===== src/rtl/open_border_ctrl_unit_pkg.sv =====
// -----------------------------------------------------------------------------
// open_border_pkg
// Shared definitions for the open-border 7x7 mask control unit:
//   HALF       - mask half-width (centre offset in rows and columns)
//   state_e    - control FSM states
//   sel_e      - bottom/right mirror select encodings
//   lat_f()    - shifts between an incoming pixel and the window centre
//   edge_sel() - distance-to-far-edge decode into a sel_e
// -----------------------------------------------------------------------------
package open_border_pkg;

  localparam int HALF = 3;

  typedef enum logic [1:0] {
    IDLE  = 2'd0,
    FILL  = 2'd1,
    RUN   = 2'd2,
    FLUSH = 2'd3
  } state_e;

  typedef enum logic [1:0] {
    SEL_NORM = 2'd0,
    SEL_D2   = 2'd1,
    SEL_D1   = 2'd2,
    SEL_D0   = 2'd3
  } sel_e;

  function automatic int lat_f(input int row_width);
    return HALF * row_width + HALF;
  endfunction

  // Mirror select for the far (bottom/right) border: how close pos is to size-1.
  function automatic sel_e edge_sel(input int pos, input int size);
    if (pos == size - 1)      return SEL_D0;
    else if (pos == size - 2) return SEL_D1;
    else if (pos == size - 3) return SEL_D2;
    else                      return SEL_NORM;
  endfunction

endpackage


===== src/rtl/open_border_ctrl_unit_if.sv =====
// -----------------------------------------------------------------------------
// open_border_ctrl_unit_if
// Pixel-stream and row-buffer/filter signals of the control unit.
//   master : upstream/observer side (drives pix_in, pix_in_valid)
//   slave  : control unit side (drives ready, buffer shift and selects)
// Signals: pix_in, pix_in_valid, pix_in_ready, data_cu2bufcf, ctrl2buf_valid,
//          sel_top_row, sel_btm_row, sel_left_col, sel_right_col, win_valid,
//          frame_done.
// -----------------------------------------------------------------------------
interface open_border_ctrl_unit_if #(
  parameter int PIX_BIT = 8
);
  logic [PIX_BIT-1:0] pix_in;
  logic               pix_in_valid;
  logic               pix_in_ready;
  logic [PIX_BIT-1:0] data_cu2bufcf;
  logic               ctrl2buf_valid;
  logic               sel_top_row;
  logic [1:0]         sel_btm_row;
  logic               sel_left_col;
  logic [1:0]         sel_right_col;
  logic               win_valid;
  logic               frame_done;

  modport master (
    output pix_in, pix_in_valid,
    input  pix_in_ready, data_cu2bufcf, ctrl2buf_valid, sel_top_row,
           sel_btm_row, sel_left_col, sel_right_col, win_valid, frame_done
  );

  modport slave (
    input  pix_in, pix_in_valid,
    output pix_in_ready, data_cu2bufcf, ctrl2buf_valid, sel_top_row,
           sel_btm_row, sel_left_col, sel_right_col, win_valid, frame_done
  );
endinterface


===== src/rtl/open_border_ctrl_unit_raster_counter.sv =====
// -----------------------------------------------------------------------------
// raster_counter
// Raster-order (row, col) position counter; col wraps at ROW_WIDTH-1 and
// carries into row, row wraps at COL_HEIGHT-1.
// Ports: clk, reset (async active-low), en (advance), clr (sync clear, wins
//        over en), row, col (current position), last (at final pixel).
// -----------------------------------------------------------------------------
module raster_counter #(
  parameter int ROW_WIDTH  = 100,
  parameter int COL_HEIGHT = 100,
  localparam int CBW = $clog2(ROW_WIDTH),
  localparam int RBW = $clog2(COL_HEIGHT)
) (
  input  logic           clk,
  input  logic           reset,
  input  logic           en,
  input  logic           clr,
  output logic [RBW-1:0] row,
  output logic [CBW-1:0] col,
  output logic           last
);
  logic [RBW-1:0] row_q;
  logic [CBW-1:0] col_q;
  logic           col_end, row_end;

  assign col_end = (col_q == CBW'(ROW_WIDTH - 1));
  assign row_end = (row_q == RBW'(COL_HEIGHT - 1));

  always_ff @(posedge clk or negedge reset) begin
    if (!reset) begin
      row_q <= '0;
      col_q <= '0;
    end else if (clr) begin
      row_q <= '0;
      col_q <= '0;
    end else if (en) begin
      if (col_end) begin
        col_q <= '0;
        row_q <= row_end ? '0 : row_q + RBW'(1);
      end else begin
        col_q <= col_q + CBW'(1);
      end
    end
  end

  assign row  = row_q;
  assign col  = col_q;
  assign last = row_end & col_end;
endmodule


===== src/rtl/open_border_ctrl_unit.sv =====
// -----------------------------------------------------------------------------
// open_border_ctrl_unit
// Control unit for the open-border 7x7 mask / row-buffer datapath. Forwards
// accepted pixels into the row buffers, tracks the window centre, generates
// mirror selects and flushes the buffers at end of frame so that exactly one
// window per image pixel reaches the filter.
// Ports: clk, reset (async active-low), bus (open_border_ctrl_unit_if.slave).
// Optional macro OPEN_BORDER_CTRL_STATS_EN adds frame_cnt[15:0] (completed
// frames, wrapping) and stall_cnt[31:0] (FILL/RUN cycles without an accept,
// cleared at frame start, saturating).
//
// state | meaning
// IDLE  | waiting for first pixel of a frame
// FILL  | priming buffers, shifts carry no valid window
// RUN   | every accept shifts out a valid window
// FLUSH | input blocked, zero pixels shifted to drain remaining windows
// -----------------------------------------------------------------------------
module open_border_ctrl_unit
  import open_border_pkg::*;
#(
  parameter int ROW_WIDTH  = 100,
  parameter int COL_HEIGHT = 100,
  parameter int PIX_BIT    = 8,
  parameter int MASK_WIDTH = 7
) (
  input logic clk,
  input logic reset,
  open_border_ctrl_unit_if.slave bus
`ifdef OPEN_BORDER_CTRL_STATS_EN
  ,
  output logic [15:0] frame_cnt,
  output logic [31:0] stall_cnt
`endif
);
  localparam int HW  = MASK_WIDTH / 2;
  localparam int LAT = lat_f(ROW_WIDTH);
  localparam int CBW = $clog2(ROW_WIDTH);
  localparam int RBW = $clog2(COL_HEIGHT);
  // Position of accept number LAT (0-based index LAT-1): last FILL accept.
  localparam int FILL_END_ROW = (LAT - 1) / ROW_WIDTH;
  localparam int FILL_END_COL = (LAT - 1) % ROW_WIDTH;

  state_e             state_q, state_d;
  logic               accept;
  logic               shift_d, win_d, done_d;
  logic [PIX_BIT-1:0] data_d;
  logic [RBW-1:0]     in_row, c_row;
  logic [CBW-1:0]     in_col, c_col;
  logic               in_last, c_last;

  logic [PIX_BIT-1:0] data_q;
  logic               shift_q, win_q, done_q, top_q, left_q;
  logic [1:0]         btm_q, right_q;

  assign bus.pix_in_ready = (state_q != FLUSH);
  assign accept           = bus.pix_in_valid & bus.pix_in_ready;

  raster_counter #(.ROW_WIDTH(ROW_WIDTH), .COL_HEIGHT(COL_HEIGHT)) u_in_pos (
    .clk(clk), .reset(reset), .en(accept), .clr(done_d),
    .row(in_row), .col(in_col), .last(in_last)
  );

  // Centre position advances only on window-producing shifts.
  raster_counter #(.ROW_WIDTH(ROW_WIDTH), .COL_HEIGHT(COL_HEIGHT)) u_ctr_pos (
    .clk(clk), .reset(reset), .en(win_d), .clr(done_d),
    .row(c_row), .col(c_col), .last(c_last)
  );

  always_ff @(posedge clk or negedge reset) begin
    if (!reset) state_q <= IDLE;
    else        state_q <= state_d;
  end

  always_comb begin
    state_d = state_q;
    shift_d = 1'b0;
    win_d   = 1'b0;
    done_d  = 1'b0;
    data_d  = '0;
    unique case (state_q)
      IDLE: if (accept) begin
        shift_d = 1'b1;
        data_d  = bus.pix_in;
        state_d = FILL;
      end
      FILL: if (accept) begin
        shift_d = 1'b1;
        data_d  = bus.pix_in;
        if (in_row == RBW'(FILL_END_ROW) && in_col == CBW'(FILL_END_COL))
          state_d = RUN;
      end
      RUN: if (accept) begin
        shift_d = 1'b1;
        win_d   = 1'b1;
        data_d  = bus.pix_in;
        if (in_last) state_d = FLUSH;
      end
      FLUSH: begin
        shift_d = 1'b1;
        win_d   = 1'b1;
        // The final window is the one centred on the last pixel.
        if (c_last) begin
          done_d  = 1'b1;
          state_d = IDLE;
        end
      end
      default: state_d = IDLE;
    endcase
  end

  always_ff @(posedge clk or negedge reset) begin
    if (!reset) begin
      data_q  <= '0;
      shift_q <= 1'b0;
      win_q   <= 1'b0;
      done_q  <= 1'b0;
      top_q   <= 1'b0;
      left_q  <= 1'b0;
      btm_q   <= SEL_NORM;
      right_q <= SEL_NORM;
    end else begin
      data_q  <= data_d;
      shift_q <= shift_d;
      win_q   <= win_d;
      done_q  <= done_d;
      top_q   <= win_d & (c_row < RBW'(HW));
      left_q  <= win_d & (c_col < CBW'(HW));
      btm_q   <= win_d ? edge_sel(int'(c_row), COL_HEIGHT) : SEL_NORM;
      right_q <= win_d ? edge_sel(int'(c_col), ROW_WIDTH) : SEL_NORM;
    end
  end

  assign bus.data_cu2bufcf  = data_q;
  assign bus.ctrl2buf_valid = shift_q;
  assign bus.win_valid      = win_q;
  assign bus.frame_done     = done_q;
  assign bus.sel_top_row    = top_q;
  assign bus.sel_left_col   = left_q;
  assign bus.sel_btm_row    = btm_q;
  assign bus.sel_right_col  = right_q;

`ifdef OPEN_BORDER_CTRL_STATS_EN
  logic [15:0] frame_cnt_q;
  logic [31:0] stall_cnt_q;
  logic        stall;

  assign stall = ((state_q == FILL) || (state_q == RUN)) && !accept;

  always_ff @(posedge clk or negedge reset) begin
    if (!reset) begin
      frame_cnt_q <= '0;
      stall_cnt_q <= '0;
    end else begin
      if (done_d) frame_cnt_q <= frame_cnt_q + 16'd1;
      if (state_q == IDLE && accept)       stall_cnt_q <= '0;
      else if (stall && ~&stall_cnt_q)     stall_cnt_q <= stall_cnt_q + 32'd1;
    end
  end

  assign frame_cnt = frame_cnt_q;
  assign stall_cnt = stall_cnt_q;
`endif
endmodule


===== src/flat_wrapper.sv =====
// flat-port wrapper written by rule: the top's interface ports become plain ports
module open_border_ctrl_unit_flat import open_border_pkg::*;
#(
  parameter int ROW_WIDTH  = 100,
  parameter int COL_HEIGHT = 100,
  parameter int PIX_BIT    = 8,
  parameter int MASK_WIDTH = 7
)
  (clk, reset, bus_pix_in, bus_pix_in_valid, bus_pix_in_ready, bus_data_cu2bufcf, bus_ctrl2buf_valid, bus_sel_top_row, bus_sel_btm_row, bus_sel_left_col, bus_sel_right_col, bus_win_valid, bus_frame_done);
  open_border_ctrl_unit_if #(.PIX_BIT(PIX_BIT)) bus_i ();
  input logic clk;
  input logic reset;
  input wire logic [$bits(bus_i.pix_in)-1:0] bus_pix_in;
  input wire logic [$bits(bus_i.pix_in_valid)-1:0] bus_pix_in_valid;
  output wire logic [$bits(bus_i.pix_in_ready)-1:0] bus_pix_in_ready;
  output wire logic [$bits(bus_i.data_cu2bufcf)-1:0] bus_data_cu2bufcf;
  output wire logic [$bits(bus_i.ctrl2buf_valid)-1:0] bus_ctrl2buf_valid;
  output wire logic [$bits(bus_i.sel_top_row)-1:0] bus_sel_top_row;
  output wire logic [$bits(bus_i.sel_btm_row)-1:0] bus_sel_btm_row;
  output wire logic [$bits(bus_i.sel_left_col)-1:0] bus_sel_left_col;
  output wire logic [$bits(bus_i.sel_right_col)-1:0] bus_sel_right_col;
  output wire logic [$bits(bus_i.win_valid)-1:0] bus_win_valid;
  output wire logic [$bits(bus_i.frame_done)-1:0] bus_frame_done;
  assign bus_i.pix_in = bus_pix_in;
  assign bus_i.pix_in_valid = bus_pix_in_valid;
  assign bus_pix_in_ready = bus_i.pix_in_ready;
  assign bus_data_cu2bufcf = bus_i.data_cu2bufcf;
  assign bus_ctrl2buf_valid = bus_i.ctrl2buf_valid;
  assign bus_sel_top_row = bus_i.sel_top_row;
  assign bus_sel_btm_row = bus_i.sel_btm_row;
  assign bus_sel_left_col = bus_i.sel_left_col;
  assign bus_sel_right_col = bus_i.sel_right_col;
  assign bus_win_valid = bus_i.win_valid;
  assign bus_frame_done = bus_i.frame_done;
  open_border_ctrl_unit #(.ROW_WIDTH(ROW_WIDTH), .COL_HEIGHT(COL_HEIGHT), .PIX_BIT(PIX_BIT), .MASK_WIDTH(MASK_WIDTH)) u_core (.clk(clk), .reset(reset), .bus(bus_i));
endmodule

===== config.mk =====
export PLATFORM = sky130hd
export DESIGN_NAME = open_border_ctrl_unit_flat
export DESIGN_NICKNAME = d
export VERILOG_FILES = /design/src/rtl/open_border_ctrl_unit_pkg.sv /design/src/rtl/open_border_ctrl_unit_if.sv /design/src/rtl/open_border_ctrl_unit_raster_counter.sv /design/src/rtl/open_border_ctrl_unit.sv /design/src/flat_wrapper.sv
export SDC_FILE = /design/constraint.sdc
export NUM_CORES = 1
export LEC_CHECK = 0
export BUFFER_PORTS_ARGS = -buffer_cell sky130_fd_sc_hd__buf_2
export CAP_MARGIN = 20
export CORE_UTILIZATION = 59
export CTS_BUF_LIST = sky130_fd_sc_hd__clkbuf_8
export DETAILED_ROUTE_END_ITERATION = 16
export PLACE_DENSITY = 0.82
export SLEW_MARGIN = 20
export SYNTH_ARGS = -nofsm -noshare
export SYNTH_HDL_FRONTEND = slang
export SYNTH_SLANG_ARGS = --single-unit

===== constraint.sdc =====
create_clock -name clk -period 5.65 [get_ports clk]
set_input_delay 0.2825 -clock clk [delete_from_list [all_inputs] [get_ports clk]]
set_output_delay 0.2825 -clock clk [all_outputs]
set_load 0.01 [all_outputs]

==> impl_metrics.json, run 1 <==
{
  "n_antenna_cell": 0,
  "synthTopCellsByArea": "dfrtp_1, ha_1, nand3_1, nand4_1, nor2_1",
  "post_cts_buffers": 0,
  "areaGrowthSynthToFinish_pct": 11.7,
  "async_flop_share": 1.00,
  "drc_errors": 0,
  "antenna_found_initial": 0,
  "cts_resized": 0,
  "synthesis.nets": 250,
  "status": "complete, but fails checks",
  "synthFlopType": "dfrtp_1",
  "grtUsageTotal": 0.230,
  "max_freq_ghz": 0.326,
  "worst_pin_slew_ps": 856,
  "clkTransAtPathRegs_ps": 90,
  "worstPathArrival_ps": 3250,
  "vias": 1717,
  "io_pins": 29,
  "overflow": 0,
  "syn_area_um2": 2320,
  "place_ws_ps": 2590,
  "postSynthCellCount": 226,
  "fin_crit_sh": 0.543,
  "synth-seq-cells": 47,
  "slowest_stage": "nor2b_1",
  "clk_path_buf_depth": 2,
  "dieArea_um2": 4200,
  "path_cells": "ha_1 > nor2b_1 > nand4_1 > o21a_1 > a211oi_2 > mux2_1",
  "finalSetupViolCount": 0,
  "skew_ps": 3.79,
  "htree_levels": 2,
  "required_ps": 5830,
  "start_kind": "register",
  "finalCriticalPeriod_ps": 3070,
  "cp_max_fo": 16,
  "nets": 280,
  "grt_max_degree": 48,
  "num_rows": 22,
  "finalHoldViolations": 47,
  "maxCapViolCount": 0,
  "finalPower_mw": 0.669,
  "ys_seq_area_frac": 0.506,
  "gp_congestion": 0.788,
  "viasPerCell": 5.63,
  "synth.top_cell.area_share": 0.506,
  "maxSlewHeadroom": 0.428,
  "r2r_cells": 6,
  "setup_ws_ps": 2580,
  "r2r_slack_ps": 2580,
  "violations": "hold timing",
  "start_util": 0.626,
  "drtIter0Drc": 202,
  "cts_tree": "built",
  "yosysWarnings": 0,
  "drt-pass1-iter-count": 4,
  "wl_per_cell_um": 13.9,
  "synth.distinct_cells": 45,
  "dpl.hpwl_um": 2990,
  "nFillCells": 289,
  "synth_edf_count": 0,
  "grt_pass1_wl_um": 7400,
  "grt_pass1_vias": 1639,
  "critical_path_class": "register to register",
  "slowest_delay_ps": 710,
  "drive_gt1_frac": 0.187,
  "hp-class": "input pin to async pin",
  "powerDensity_nw_per_um2": 257,
  "die_w_um": 64.8,
  "fp.dieH_um": 64.8,
  "ir_worst_vdd_mv": 0.159,
  "cts_root_buf": "clkbuf_8",
  "cts_inserted_buffers": 5,
  "fin_setup_tns_ps": 0,
  "final_cell_area_um2": 2600,
  "routed_wl_um": 4240,
  "syn_area_per_cell_um2": 10.3,
  "slew_viol_final": 0,
  "synth_top_cell_by_area": "dfrtp_1",
  "hold_buffers": 0,
  "p_leak_nw": 1.26,
  "clock-sinks": 47,
  "whs_ps": -32.9,
  "core_area_um2": 3720,
  "insertion_delay_ps": 300,
  "placed_cell_area_um2": 2500,
  "ant_nets": 0,
  "worst_setup_path_end_kind": "register",
  "rsz0062_at_grt": "false",
  "numPortBuffers": 28
}
==> kinds of logic after synthesis <==
kind of cell | Yosys count | share of synthesized area
and+or+nand+nor | 101 | 0.248
DFF | 47 | 0.506
AOI/OAI and AO/OA | 37 | 0.104
buffers and inverters | 17 | 0.0291
adders and majority gates | 13 | 0.0700
xor gates and xnor gates | 9 | 0.0339
muxes | 2 | 0.00969
==> cell usage in the layout, fill, tap and decap left out, drive strengths merged, types with 4 or more instances in the layout <==
cell	n
a21oi	4
inv	13
nand4	11
or3	5
nand2	17
nor3	4
and2	9
o31ai	4
clkbuf	5
o21ai	13
dfrtp	47
xor2	5
buf	28
nand3	15
ha	13
nor2	20
xnor2	4
==> power by group <==
part / internal [mW] / switching [mW]
registers: 0.362 / 0.0292
logic: 0.0333 / 0.0399
clock network: 0.0885 / 0.116
total: 0.484 / 0.185
==> Yosys cell counts (2+ instances only) <==
master	n
nor2_1	18
nand3b_1	2
and2_1	9
nor3_1	3
nand2b_1	2
a21oi_1	4
ha_1	13
o31ai_1	4
nor2b_1	3
o21a_1	2
or4_1	3
a31oi_1	2
o21ai_0	13
o22ai_1	2
xor2_1	5
nand2_1	16
or2_2	3
dfrtp_1	47
a2111oi_0	2
buf_2	3
inv_1	11
clkbuf_1	2
xnor2_1	4
nand3_1	15
o211ai_1	2
nand4_1	11
and3_1	3
or3_1	5
==> stage by stage <==
| step | utilization | std cells |
|---|---|---|
| after floorplan | - | 226 |
| after global placement | 0.673 | 297 |
| after detailed placement | 0.673 | 297 |
| after CTS | 0.698 | 305 |
| after global routing | 0.699 | 305 |
| final | 0.699 | 305 |
==> layer usage <==
layer  GRT usage  vias to the layer above  wire (µm)  share of wire
met5           0                        -          0              0
met4      0.0639                        0         44          0.010
met3      0.0563                        6        134          0.032
met2       0.376                       24       2110           0.50
met1       0.303                      829       1950           0.46
li1            -                      858          -              -
==> final timing paths <==
check / start / end
worst min-delay path: reset / u_core.u_in_pos.row[3]
worst max register to register: u_core.state_q[0] / u_core.state_q[1]
min in group clk: bus_pix_in[2] / u_core.bus.data_cu2bufcf[2]
max in group asynchronous: reset / u_core.u_in_pos.row[1]
worst min register to register: u_core.u_ctr_pos.col[6] / u_core.bus.sel_left_col
worst max-delay path: u_core.state_q[0] / u_core.state_q[1]
==> area by class of cell <==
| cell class | instances | area (µm²) | area share |
|---|---|---|---|
| sequential | 47 | 1180 | 0.453 |
| multi-input combinational | 162 | 1080 | 0.416 |
| timing repair buffer | 28 | 143 | 0.0549 |
| clock buffer | 5 | 68.8 | 0.0265 |
| tap | 48 | 60.1 | 0.0231 |
| inverter | 12 | 45.0 | 0.0173 |
| clock inverter | 3 | 23.8 | 0.00915 |
==> sequential cells by signal, summed over array words and instances (netlist names) <==
| signal | cells |
|---|---|
| u_core.bus.data_cu2bufcf | 8 |
| u_core.bus.sel_right_col | 2 |
| u_core.u_in_pos.row | 7 |
| u_core.bus.sel_btm_row | 2 |
| u_core.u_in_pos.col | 7 |
| u_core.bus.ctrl2buf_valid | 1 |
| u_core.bus.sel_left_col | 1 |
| u_core.bus.frame_done | 1 |
| u_core.u_ctr_pos.col | 7 |
| u_core.bus.win_valid | 1 |
| u_core.u_ctr_pos.row | 7 |
| u_core.state_q | 2 |
| u_core.bus.sel_top_row | 1 |
==> worst max-delay path: cells and delay by family, from the launching register on <==
family | cells | cell delay (ps)
AOI/OAI and AO/OA | 2 | 550
adders and majority gates | 1 | 320
DFF | 1 | 420
muxes | 1 | 360
and+or+nand+nor | 2 | 1310
Power figures use the tool's default switching activity.
==> run 2: changes to the inputs <==
Settings changed: CORE_UTILIZATION 59 to 54, PLACE_DENSITY 0.82 to 0.79.
Clock period 5.65 ns to 2.7 ns, I/O delays scaled along.
==> run 2 against run 1 <==
Against the previous run: the flow now finishes without violations; highest routed layer unchanged; worst setup slack lost 2300 ps; hold slack gained 72 ps; sequential share of layout area shrank 0.41 points; combinational power grew 120%; flip-flop and latch count is the same; critical path depth grew 1; routed wire length grew 3.7%; total power grew 110%; clock-buffer cell count is the same; largest cell class unchanged.
==> impl_metrics.json, run 2 (synthesis results as in run 1) <==
{
  "cts_resized": 0,
  "clkTransAtPathRegs_ps": 80,
  "routed_wl_um": 4390,
  "fin_setup_tns_ps": 0,
  "cts_tree": "built",
  "skew_ps": 7.62,
  "insertion_delay_ps": 290,
  "drtIter0Drc": 123,
  "grtUsageTotal": 0.221,
  "areaGrowthSynthToFinish_pct": 12.8,
  "ir_worst_vdd_mv": 0.292,
  "worst_setup_path_end_kind": "register",
  "fin_crit_sh": 0.878,
  "core_area_um2": 4060,
  "drc_errors": 0,
  "start_util": 0.573,
  "dieArea_um2": 4570,
  "final_common_cell": "dfrtp_1",
  "maxCapViolCount": 0,
  "cts_inserted_buffers": 5,
  "final_cell_mix": "dfrtp_1, buf_2, nor2_1",
  "rsz0062_at_grt": "false",
  "grt_pass1_wl_um": 7540,
  "grt_max_degree": 48,
  "htree_levels": 2,
  "dpl.hpwl_um": 3090,
  "io_pins": 29,
  "p_leak_nw": 1.29,
  "hp-class": "input pin to register",
  "die_w_um": 67.6,
  "clk_path_buf_depth": 2,
  "worstPathArrival_ps": 2550,
  "clock-sinks": 47,
  "gp_congestion": 0.877,
  "drt-pass1-iter-count": 4,
  "final_cell_area_um2": 2620,
  "drive_gt1_frac": 0.188,
  "n_antenna_cell": 0,
  "wl_per_cell_um": 14.1,
  "cts_root_buf": "clkbuf_8",
  "status": "complete, no violations",
  "nFillCells": 312,
  "powerDensity_nw_per_um2": 527,
  "max_freq_ghz": 0.422,
  "grt_pass1_vias": 1639,
  "maxSlewHeadroom": 0.615,
  "critical_path_class": "register to register",
  "finalHoldViolations": 0,
  "finalSetupViolCount": 0,
  "fp.dieH_um": 67.6,
  "ant_nets": 0,
  "placed_cell_area_um2": 2530,
  "worst_pin_slew_ps": 578,
  "post_cts_buffers": 0,
  "finalPower_mw": 1.38,
  "start_kind": "register",
  "numPortBuffers": 28,
  "overflow": 0,
  "num_rows": 23,
  "slew_viol_final": 0,
  "viasPerCell": 5.66,
  "largest_reg_flops": 8,
  "vias": 1760,
  "nets": 284,
  "required_ps": 2870,
  "antenna_found_initial": 0,
  "finalCriticalPeriod_ps": 2370,
  "cp_max_fo": 12
}
[run 2: cell types whose count changed in the layout (fill, tap and decap cells not counted), sizes merged]
| cell | change |
|---|---|
| inv | +1 |
| clkinvlp | -2 |
| buf | +3 |
| dlygate4sd3 | +1 |
| clkinv | +1 |
[run 2: final timing paths]
kind                       slack [ps]                     endpoint  cells after the start                    start
hold / removal                     40  u_core.bus.data_cu2bufcf[2]                      2            bus_pix_in[2]
setup reg to reg                  330       u_core.u_in_pos.row[6]                      7  u_core.u_ctr_pos.col[1]
min in group asynchronous         390  u_core.bus.data_cu2bufcf[7]                      2                    reset
hold reg to reg                   520      u_core.u_ctr_pos.row[4]                      1  u_core.u_ctr_pos.row[4]
setup / recovery                  330       u_core.u_in_pos.row[6]                      7  u_core.u_ctr_pos.col[1]
max in group asynchronous        1910       u_core.u_in_pos.row[2]                      2                    reset
[run 2: layout make-up]
cell class	instances	area [µm²]	share of cell area
Tap cell	50	62.6	0.0239
Clock buffer	5	68.8	0.0263
Multi-Input combinational cell	162	1080	0.412
Timing Repair Buffer	32	175	0.0668
Clock inverter	3	12.5	0.00477
Inverter	12	45.0	0.0172
Sequential cell	47	1180	0.449
[run 2: routing by layer]
metal | track usage | up-vias | routed length (µm)
li1 | - | 863 | -
met1 | 0.294 | 854 | 2100
met2 | 0.354 | 39 | 2040
met3 | 0.0405 | 4 | 217
met4 | 0.0798 | 0 | 37
met5 | 0 | - | 0
[run 2: worst max-delay path: stages (launching register included)]
cell and delay (ps):
dfrtp_1 470, ha_1 250, or4b_4 550, nor2_8 160, nand3_1 370, inv_2 250, or4_1 140, nand3_1 70
[run 2: timing repair]
item,in CTS,in global routing
setup endpoints to repair,0,0
hold endpoints to repair,0,47
hold buffers,0,1
[run 2: per-stage QoR]
| stage | util | setup slack (ps) | instances | hold WS [ps] |
|---|---|---|---|---|
| finish | 0.646 | 329 | 311 | 39.5 |
| global route | 0.646 | 99.4 | 311 | 34.3 |
| CTS | 0.643 | 324 | 310 | 35.6 |
| detailed placement | 0.623 | 356 | 302 | 347 |
| global placement | 0.623 | 478 | 302 | 341 |
| floorplan | - | 647 | 226 | -161 |
[run 2: power by group]
part           total (mW)  internal (mW)  switching (mW)  leakage (nW)
logic               0.161         0.0729          0.0877         0.637
clock network       0.400          0.175           0.226        0.0505
registers           0.820          0.757          0.0633         0.604
==> run 3: changes to the inputs <==
Settings changed: CORE_UTILIZATION 54 to 35, PLACE_DENSITY 0.79 to 0.54.
Clock period 2.7 ns to 2.8 ns, I/O delays scaled along.
==> run 3 against run 2 <==
Against the previous run: sequential share of layout area shrank 1.0 points; global-route usage shrank 7.7 points; non-clock buffer count grew 1; maximum frequency shrank 0.62%; die area grew 53%; hold slack lost 1.5 ps.
==> impl_metrics.json, run 3 (synthesis results as in run 1) <==
{
  "fin_crit_sh": 0.852,
  "place_ws_ps": 432,
  "use_met2": 0.221,
  "finalHoldViolations": 0,
  "ant_nets": 0,
  "max_freq_ghz": 0.419,
  "antenna_found_initial": 0,
  "nets": 285,
  "status": "complete, no violations",
  "met1_usage": 0.197,
  "insertion_delay_ps": 300,
  "fin_setup_tns_ps": 0,
  "num_rows": 29,
  "largest_reg_flops": 8,
  "critical_path_class": "register to register",
  "grt_pass1_wl_um": 7950,
  "overflow": 0,
  "final_cells": 338,
  "final_cell_mix": "dfrtp_1, buf_2, nor2_1",
  "viasPerCell": 5.17,
  "final_common_cell": "dfrtp_1",
  "cts_root_buf": "clkbuf_8",
  "areaGrowthSynthToFinish_pct": 15.4,
  "post_cts_buffers": 0,
  "n_antenna_cell": 0,
  "die_w_um": 83.5,
  "fp.dieH_um": 83.5,
  "dp_cells": 330,
  "grt_max_degree": 48,
  "cp_max_fo": 12,
  "dpl.hpwl_um": 3200,
  "worstPathArrival_ps": 2570,
  "cts_tree": "built",
  "cts_inserted_buffers": 5,
  "rsz0062_at_grt": "false",
  "final_cell_area_um2": 2680,
  "grtUsageTotal": 0.144,
  "routed_wl_um": 4530,
  "slew_viol_final": 0,
  "use_met3": 0.0415,
  "drive_gt1_frac": 0.192,
  "drt-pass1-iter-count": 4,
  "finalSetupViolCount": 0,
  "clock-sinks": 47,
  "drc_errors": 0,
  "wl_per_cell_um": 13.4,
  "io_pins": 29,
  "required_ps": 2990,
  "dieArea_um2": 6970,
  "powerDensity_nw_per_um2": 528,
  "worst_setup_path_end_kind": "register",
  "maxCapViolCount": 0,
  "skew_ps": 1.71,
  "grt.busiest_layer": "met2",
  "numPortBuffers": 28,
  "worst_pin_slew_ps": 592,
  "hp-class": "input pin to register",
  "grt_pass1_vias": 1678,
  "ir_worst_vdd_mv": 0.279,
  "start_kind": "register",
  "final_util": 0.420,
  "p_leak_nw": 1.30,
  "vias": 1746,
  "clk_path_buf_depth": 2,
  "htree_levels": 2,
  "setup_ws_ps": 414,
  "clkTransAtPathRegs_ps": 80,
  "finalCriticalPeriod_ps": 2390,
  "drtIter0Drc": 111,
  "gp_congestion": 0.758,
  "start_util": 0.364,
  "core_area_um2": 6390,
  "maxSlewHeadroom": 0.605,
  "placed_cell_area_um2": 2570
}
==> run 3: cell types whose count changed in the layout (fill, tap and decap cells not counted) <==
cell	before	now
buf_4	4	5
inv_1	13	12
bufinv_16	0	1
clkinv_2	1	0
==> run 3: cell type report <==
class / instances / area, µm²
inverters: 12 / 45.0
multi-input cells: 162 / 1080
flip-flops and latches: 47 / 1180
clock inverters: 2 / 33.8
clock buffers: 5 / 68.8
fillers: 614 / 3700
repair buffers: 33 / 183
well taps: 77 / 96.3
==> run 3: where the power goes <==
part	switching (mW)	internal, mW	leakage (nW)	total (mW)
sequential	0.0585	0.730	0.604	0.789
combinational	0.0782	0.0684	0.642	0.147
clock	0.223	0.258	0.0554	0.481
==> run 3: routing by layer <==
metal / share of wire / up-vias
met4: 0.016 / 0
li1: - / 864
met2: 0.47 / 30
met1: 0.48 / 845
met3: 0.035 / 7
met5: 0 / -
==> run 3: final timing paths <==
kind,start,to,slack [ps],cells past startpoint
max,u_core.u_ctr_pos.col[1],u_core.u_in_pos.row[5],410,7
min reg2reg,u_core.u_ctr_pos.col[6],u_core.bus.sel_left_col,520,1
min,bus_pix_in[0],u_core.bus.data_cu2bufcf[0],40,2
min in group asynchronous,reset,u_core.bus.sel_left_col,380,2
max reg2reg,u_core.u_ctr_pos.col[1],u_core.u_in_pos.row[5],410,7
max in group asynchronous,reset,u_core.u_ctr_pos.row[0],2020,2
==> run 3: what timing repair did <==
item / 4_1_cts / 5_1_grt
hold buffers: 0 / 1
gates resized for setup: 0 / 0
endpoints found under the hold margin: 0 / 47
==> run 3: worst max-delay path, cell delays in order, from the launching register on <==
cell	delay [ps]
dfrtp_1	470
ha_1	260
or4b_4	540
nor2_8	150
nand3_1	370
inv_2	260
or4_1	150
nand3_1	70
==> run 3: through the flow <==
stage               power [mW]  hold WS (ps)
floorplan                0.890          -156
global placement         0.947           347
detailed placement       0.948           349
CTS                       1.44          28.3
global route              1.50          27.3
finish                    1.42          38.0
